<file path="src/rtl/ssd_pkg.sv">
// Shared constants for the seven-segment scan controller: active-low segment patterns
// (a..g, MSB first) and bit positions within the 8-bit seg bus.
package ssd_pkg;

   localparam logic [6:0] SEG_0 = 7'b0000001;
   localparam logic [6:0] SEG_1 = 7'b1001111;
   localparam logic [6:0] SEG_2 = 7'b0010010;
   localparam logic [6:0] SEG_3 = 7'b0000110;
   localparam logic [6:0] SEG_4 = 7'b1001100;
   localparam logic [6:0] SEG_5 = 7'b0100100;
   localparam logic [6:0] SEG_6 = 7'b0100000;
   localparam logic [6:0] SEG_7 = 7'b0001111;
   localparam logic [6:0] SEG_8 = 7'b0000000;
   localparam logic [6:0] SEG_9 = 7'b0000100;
   localparam logic [6:0] SEG_A = 7'b0001000;
   localparam logic [6:0] SEG_B = 7'b1100000;
   localparam logic [6:0] SEG_C = 7'b0110001;
   localparam logic [6:0] SEG_D = 7'b1000010;
   localparam logic [6:0] SEG_E = 7'b0110000;
   localparam logic [6:0] SEG_F = 7'b0111000;

   localparam logic [7:0] SEG_BLANK = 8'hFF;

   // Bit positions on the 8-bit seg bus; SEG_A..SEG_F above name hex patterns.
   localparam int unsigned SEG_IDX_A  = 7;
   localparam int unsigned SEG_IDX_B  = 6;
   localparam int unsigned SEG_IDX_C  = 5;
   localparam int unsigned SEG_IDX_D  = 4;
   localparam int unsigned SEG_IDX_E  = 3;
   localparam int unsigned SEG_IDX_F  = 2;
   localparam int unsigned SEG_IDX_G  = 1;
   localparam int unsigned SEG_DP     = 0;

endpackage

</file>
<file path="src/rtl/ssd_scan_ctrl_if.sv">
// Host-side bundle of the scan controller: load handshake, live display controls and
// the registered segment/anode drive.
interface ssd_scan_ctrl_if #(
   parameter int unsigned DIGITS = 4
);

   logic                  load;
   logic [4*DIGITS-1:0]   value;
   logic [DIGITS-1:0]     dp_in;
   logic [DIGITS-1:0]     digit_en;
   logic                  lz_suppress;
   logic                  pending;
   logic                  frame_tick;
   logic [7:0]            seg;
   logic [DIGITS-1:0]     ssd_ctl;

   modport master (
      output load, value, dp_in, digit_en, lz_suppress,
      input  pending, frame_tick, seg, ssd_ctl
   );

   modport slave (
      input  load, value, dp_in, digit_en, lz_suppress,
      output pending, frame_tick, seg, ssd_ctl
   );

endinterface

</file>
<file path="src/rtl/ssd_hex_decoder.sv">
// Combinational hex nibble to active-low a..g segment pattern.
module ssd_hex_decoder
   import ssd_pkg::*;
(
   input  logic [3:0] hex,
   output logic [6:0] seg
);

   always_comb begin
      seg = SEG_8;
      case (hex)
         4'h0: seg = SEG_0;
         4'h1: seg = SEG_1;
         4'h2: seg = SEG_2;
         4'h3: seg = SEG_3;
         4'h4: seg = SEG_4;
         4'h5: seg = SEG_5;
         4'h6: seg = SEG_6;
         4'h7: seg = SEG_7;
         4'h8: seg = SEG_8;
         4'h9: seg = SEG_9;
         4'hA: seg = SEG_A;
         4'hB: seg = SEG_B;
         4'hC: seg = SEG_C;
         4'hD: seg = SEG_D;
         4'hE: seg = SEG_E;
         4'hF: seg = SEG_F;
         default: seg = SEG_8;
      endcase
   end

endmodule

</file>
<file path="src/rtl/ssd_scan_ctrl.sv">
// Time-multiplexed common-anode display scanner with per-slot blanking, leading-zero
// suppression and a frame-synchronous double buffer.
module ssd_scan_ctrl
   import ssd_pkg::*;
#(
   parameter int unsigned DIGITS      = 4,
   parameter int unsigned REFRESH_CNT = 100000,
   parameter int unsigned BLANK_CYC   = 1000
) (
   input  logic           clk,
   input  logic           rst_n,
   ssd_scan_ctrl_if.slave bus
);

   localparam int unsigned CntW = (REFRESH_CNT > 1) ? $clog2(REFRESH_CNT) : 1;
   localparam int unsigned IdxW = (DIGITS > 1) ? $clog2(DIGITS) : 1;

   localparam logic [CntW-1:0] CntLast  = CntW'(REFRESH_CNT - 1);
   localparam logic [CntW-1:0] BlankEnd = CntW'(BLANK_CYC);
   localparam logic [IdxW-1:0] IdxLast  = IdxW'(DIGITS - 1);

   logic [CntW-1:0]        cnt_q;
   logic [IdxW-1:0]        idx_q;
   logic [DIGITS-1:0][3:0] disp_val_q, pend_val_q;
   logic [DIGITS-1:0]      disp_dp_q, pend_dp_q;
   logic                   pending_q, frame_tick_q;
   logic [7:0]             seg_q, seg_d;
   logic [DIGITS-1:0]      ssd_ctl_q, ssd_ctl_d;

   logic                   slot_end, fw;
   logic [DIGITS-1:0]      lz_mask;
   logic [6:0]             dec_seg;

   assign slot_end = (cnt_q == CntLast);
   assign fw       = slot_end && (idx_q == IdxLast);

   // A digit is a suppressible leading zero when it and every digit to its left are zero.
   for (genvar k = 0; k < DIGITS; k++) begin : g_lz
      if (k == 0) begin : g_lsd
         assign lz_mask[k] = 1'b0;
      end else begin : g_upper
         assign lz_mask[k] = (disp_val_q[DIGITS-1:k] == '0);
      end
   end

   ssd_hex_decoder u_dec (
      .hex (disp_val_q[idx_q]),
      .seg (dec_seg)
   );

   always_comb begin
      seg_d     = SEG_BLANK;
      ssd_ctl_d = '1;
      if ((cnt_q >= BlankEnd) && bus.digit_en[idx_q] &&
          !(bus.lz_suppress && lz_mask[idx_q])) begin
         seg_d[SEG_IDX_A:SEG_IDX_G] = dec_seg;
         seg_d[SEG_DP]              = ~disp_dp_q[idx_q];
         ssd_ctl_d[idx_q]           = 1'b0;
      end
   end

   always_ff @(posedge clk or negedge rst_n) begin
      if (!rst_n) begin
         cnt_q        <= '0;
         idx_q        <= '0;
         disp_val_q   <= '0;
         disp_dp_q    <= '0;
         pend_val_q   <= '0;
         pend_dp_q    <= '0;
         pending_q    <= 1'b0;
         frame_tick_q <= 1'b0;
         seg_q        <= SEG_BLANK;
         ssd_ctl_q    <= '1;
      end else begin
         cnt_q <= slot_end ? '0 : cnt_q + 1'b1;
         if (slot_end) begin
            idx_q <= (idx_q == IdxLast) ? '0 : idx_q + 1'b1;
         end

         // A load landing on the frame wrap bypasses the pending buffer entirely.
         if (bus.load && fw) begin
            disp_val_q <= bus.value;
            disp_dp_q  <= bus.dp_in;
            pending_q  <= 1'b0;
         end else if (bus.load) begin
            pend_val_q <= bus.value;
            pend_dp_q  <= bus.dp_in;
            pending_q  <= 1'b1;
         end else if (fw && pending_q) begin
            disp_val_q <= pend_val_q;
            disp_dp_q  <= pend_dp_q;
            pending_q  <= 1'b0;
         end

         frame_tick_q <= fw;
         seg_q        <= seg_d;
         ssd_ctl_q    <= ssd_ctl_d;
      end
   end

   assign bus.pending    = pending_q;
   assign bus.frame_tick = frame_tick_q;
   assign bus.seg        = seg_q;
   assign bus.ssd_ctl    = ssd_ctl_q;

endmodule

</file>
<file path="src/flat_wrapper.sv">
// flat-port wrapper written by rule: the top's interface ports become plain ports
module ssd_scan_ctrl_flat import ssd_pkg::*;
#(
   parameter int unsigned DIGITS      = 4,
   parameter int unsigned REFRESH_CNT = 100000,
   parameter int unsigned BLANK_CYC   = 1000
)
  (clk, rst_n, bus_load, bus_value, bus_dp_in, bus_digit_en, bus_lz_suppress, bus_pending, bus_frame_tick, bus_seg, bus_ssd_ctl);
  ssd_scan_ctrl_if #(.DIGITS(DIGITS)) bus_i ();
  input  logic clk;
  input  logic rst_n;
  input wire logic [$bits(bus_i.load)-1:0] bus_load;
  input wire logic [$bits(bus_i.value)-1:0] bus_value;
  input wire logic [$bits(bus_i.dp_in)-1:0] bus_dp_in;
  input wire logic [$bits(bus_i.digit_en)-1:0] bus_digit_en;
  input wire logic [$bits(bus_i.lz_suppress)-1:0] bus_lz_suppress;
  output wire logic [$bits(bus_i.pending)-1:0] bus_pending;
  output wire logic [$bits(bus_i.frame_tick)-1:0] bus_frame_tick;
  output wire logic [$bits(bus_i.seg)-1:0] bus_seg;
  output wire logic [$bits(bus_i.ssd_ctl)-1:0] bus_ssd_ctl;
  assign bus_i.load = bus_load;
  assign bus_i.value = bus_value;
  assign bus_i.dp_in = bus_dp_in;
  assign bus_i.digit_en = bus_digit_en;
  assign bus_i.lz_suppress = bus_lz_suppress;
  assign bus_pending = bus_i.pending;
  assign bus_frame_tick = bus_i.frame_tick;
  assign bus_seg = bus_i.seg;
  assign bus_ssd_ctl = bus_i.ssd_ctl;
  ssd_scan_ctrl #(.DIGITS(DIGITS), .REFRESH_CNT(REFRESH_CNT), .BLANK_CYC(BLANK_CYC)) u_core (.clk(clk), .rst_n(rst_n), .bus(bus_i));
endmodule
</file>
<file path="config.mk">
export PLATFORM = sky130hd
export DESIGN_NAME = ssd_scan_ctrl_flat
export DESIGN_NICKNAME = d
export VERILOG_FILES = /design/src/rtl/ssd_pkg.sv /design/src/rtl/ssd_scan_ctrl_if.sv /design/src/rtl/ssd_hex_decoder.sv /design/src/rtl/ssd_scan_ctrl.sv /design/src/flat_wrapper.sv
export SDC_FILE = /design/constraint.sdc
export NUM_CORES = 1
export LEC_CHECK = 0
export ABC_AREA = 1
export BUFFER_PORTS_ARGS = -buffer_cell sky130_fd_sc_hd__buf_4
export CORE_MARGIN = 8
export CORE_UTILIZATION = 50
export CTS_BUF_LIST = sky130_fd_sc_hd__clkbuf_2 sky130_fd_sc_hd__clkbuf_4 sky130_fd_sc_hd__clkbuf_8
export CTS_CLUSTER_DIAMETER = 80
export DETAILED_ROUTE_END_ITERATION = 8
export PLACE_DENSITY = 0.8
export SYNTH_ARGS = -nofsm -noshare
export SYNTH_HDL_FRONTEND = slang
export SYNTH_SLANG_ARGS = --single-unit
</file>
<file path="constraint.sdc">
create_clock -name clk -period 2.14 [get_ports clk]
set_input_delay 0.428 -clock clk [delete_from_list [all_inputs] [get_ports clk]]
set_output_delay 0.428 -clock clk [all_outputs]
set_load 0.05 [all_outputs]
</file>
==> flow_summary.ini <==
[status]
status = finished clean

[synth]
synth_top_area_frac = 0.384
ys.flop_type = dfrtp_1
synth_top_family_by_area = simple AND/OR/NAND/NOR gates
ys_seq_elements = 73
synth_cell_type_count = 30
synth_compound_area_frac = 0.0479
muxShareOfSynthArea = 0
synthSimpleGateAreaFrac = 0.344
synthAdderAreaFrac = 0.0378
netlist_instances = 539
yosys-top-cells-area = dfrtp_1, nand2_1, dfstp_2
yosysMostFrequentCell = nand2_1
synth-edff-count = 0
synthesis.nets = 579
ys_top_cells_by_count = nand2_1, nor2_1, dfrtp_1, inv_1, nand3_1
synth_area_um2 = 3970
avgSynthCellArea_um2 = 7.37
ys_warn_count = 0
synth-xor-area-share = 0.0176
async_flop_share = 1.00
synth_top_cell_by_area = dfrtp_1
seq_area_frac_synth = 0.464

[cts]
cts_htree_levels = 3
clkSinkCount = 73
ctsRootBufferMaster = clkbuf_8
cts_made_buffers = 9
cts_tree = yes
postCtsSetupBuffers = 0
ctsResizeCount = 0
clockBufferDepth = 2
clk_pin_slew_ns = 0.08
worstSkewPairLatency_ns = 0.36
hold_buffers = 0

[worst_setup_path]
crit_path_end_kind = flop
worst_setup_path_start_kind = flop
path_class = flop to flop
slowest_stage = dfrtp_1
critPathRequiredTime_ns = 2.40
cp.buffers_inverters = 2
slowest_delay_ns = 0.49
crit_chain = buf_4 -> nand2_1 -> o21ai_0 -> nand2_1 -> nand2_1 -> inv_1 -> ha_1 -> nand2_1 -> o21ai_0 -> nand2_1 -> nand3_2
crit_family = simple AND/OR/NAND/NOR gates
critPathArrivalTime_ns = 2.16
cp_common_cell = nand2_1
critPathMaxFanout = 9
reg2reg_setup_slack_ns = 0.24

[finish]
antenna_cells = 0
area_delta_synth_final_pct = 15.9
final_nets = 618
drive_above_1_share = 0.165
nFillCells = 712

[min_path]
hold_class = input pin to asynchronous set/reset pin

[floorplan]
die_h_um = 105
rows = 32
initial_core_util = 0.514
die_x_um = 105
core_area_um2 = 7730
dieArea_um2 = 11100
pin_count = 42

[run]
max_cap_viol_count = 0

[timing]
maxSlewHeadroom = 0.613
fmax_mhz = 526
skew_ns = 0.0127
drv_slew = 0
period_minus_slack_ns = 1.90
finalSetupViolations = 0
hold_ws_ns = 0.0560
period_share = 0.888
rsz0062_at_grt = false
worstMarginPinSlew_ns = 0.580
hold_viol = 0
tns_ns = 0
worst_slack_ns = 0.240

[power]
p_leak_nw = 2.45
power_density_nw_per_um2 = 621
total_power_mw = 2.86
peakVddDrop_mv = 0.348

[global_route]
grt_usage = 0.168
grt_max_degree = 44
grt_overflow = 0
grt_pass1_wl_mm = 15.3
antenna_found_initial = 0
grt_pass1_vias = 3345

[place]
hpwl_mm = 6.41
port_buffers = 41
place.gp.congestion = 0.919
pre_cts_slack_ns = 0.290

[drt]
drtIter0Drc = 182
viasPerCell = 4.96
post_drt_wl_per_cell_um = 12.8
drc = 0
drtAntennaViolNets = 0
drtPass1Iterations = 5
vias = 3401
drt-total-wl_mm = 8.76
## cell usage in the layout (no fill, tap or decap), types with 5 or more instances in the layout
| cell | instances |
|---|---|
| a21oi_1 | 7 |
| buf_4 | 48 |
| clkbuf_8 | 11 |
| dfrtp_1 | 61 |
| dfstp_2 | 12 |
| ha_1 | 12 |
| inv_1 | 61 |
| nand2_1 | 175 |
| nand3_1 | 44 |
| nand3_2 | 5 |
| nand4_1 | 8 |
| nor2_1 | 78 |
| nor3_1 | 6 |
| o21ai_0 | 21 |
| xor2_1 | 8 |
## per-layer routing
metal	routed length, um	GRT usage
met5	0	0
met2	4040	0.255
met3	469	0.0553
met1	4110	0.219
met4	142	0.0622
## final timing paths
kind                                        endpoint  cells after the start           startpoint
worst min register to register   u_core.pend_dp_q[0]                      2  u_core.pend_dp_q[0]
max in group asynchronous          u_core.bus.seg[3]                      2                rst_n
worst min-delay path                u_core.cnt_q[14]                      1                rst_n
min in group clk                u_core.pend_val_q[6]                      3         bus_value[6]
worst max-delay path               u_core.bus.seg[4]                     11      u_core.idx_q[0]
worst max register to register     u_core.bus.seg[4]                     11      u_core.idx_q[0]
## state kept, by name, summed over array words and instances (netlist names)
register               cells
u_core.bus.seg             8
u_core.bus.frame_tick      1
u_core.disp_val_q         16
u_core.bus.pending         1
u_core.disp_dp_q           4
u_core.bus.ssd_ctl         4
u_core.cnt_q              17
u_core.idx_q               2
u_core.pend_dp_q           4
u_core.pend_val_q         16
## kinds of logic (layout without fill, tap and decap cells)
group | Yosys count | after routing
AOI/OAI and AO/OA | 35 | 35
xor gates and xnor gates | 8 | 8
adders and majority gates | 12 | 12
buffers and inverters | 86 | 130
DFF | 73 | 73
and+or+nand+nor | 325 | 325
## where the power goes
part | switching [mW] | total (mW) | internal, mW
clock network | 0.521 | 1.26 | 0.736
logic | 0.0993 | 0.173 | 0.0739
registers | 0.0165 | 1.43 | 1.41
total | 0.637 | 2.86 | 2.22
## layout make-up
cell class,count,area (um^2),share of cell area
multi-input combinational,380,1780,0.386
clock buffer,12,159,0.0345
tap,102,128,0.0277
timing repair buffer,49,380,0.0827
sequential,73,1840,0.400
inverter,65,244,0.0530
clock inverter,4,73.8,0.0160
## metrics by stage
step / utilization / instances / instance area, um^2
6_report: 0.596 / 685 / 4600
2_1_floorplan: - / 539 / 3970
3_3_place_gp: 0.565 / 669 / 4370
5_1_grt: 0.596 / 685 / 4600
3_5_place_dp: 0.565 / 669 / 4370
4_1_cts: 0.596 / 685 / 4600
Power figures use the tool's default switching activity.
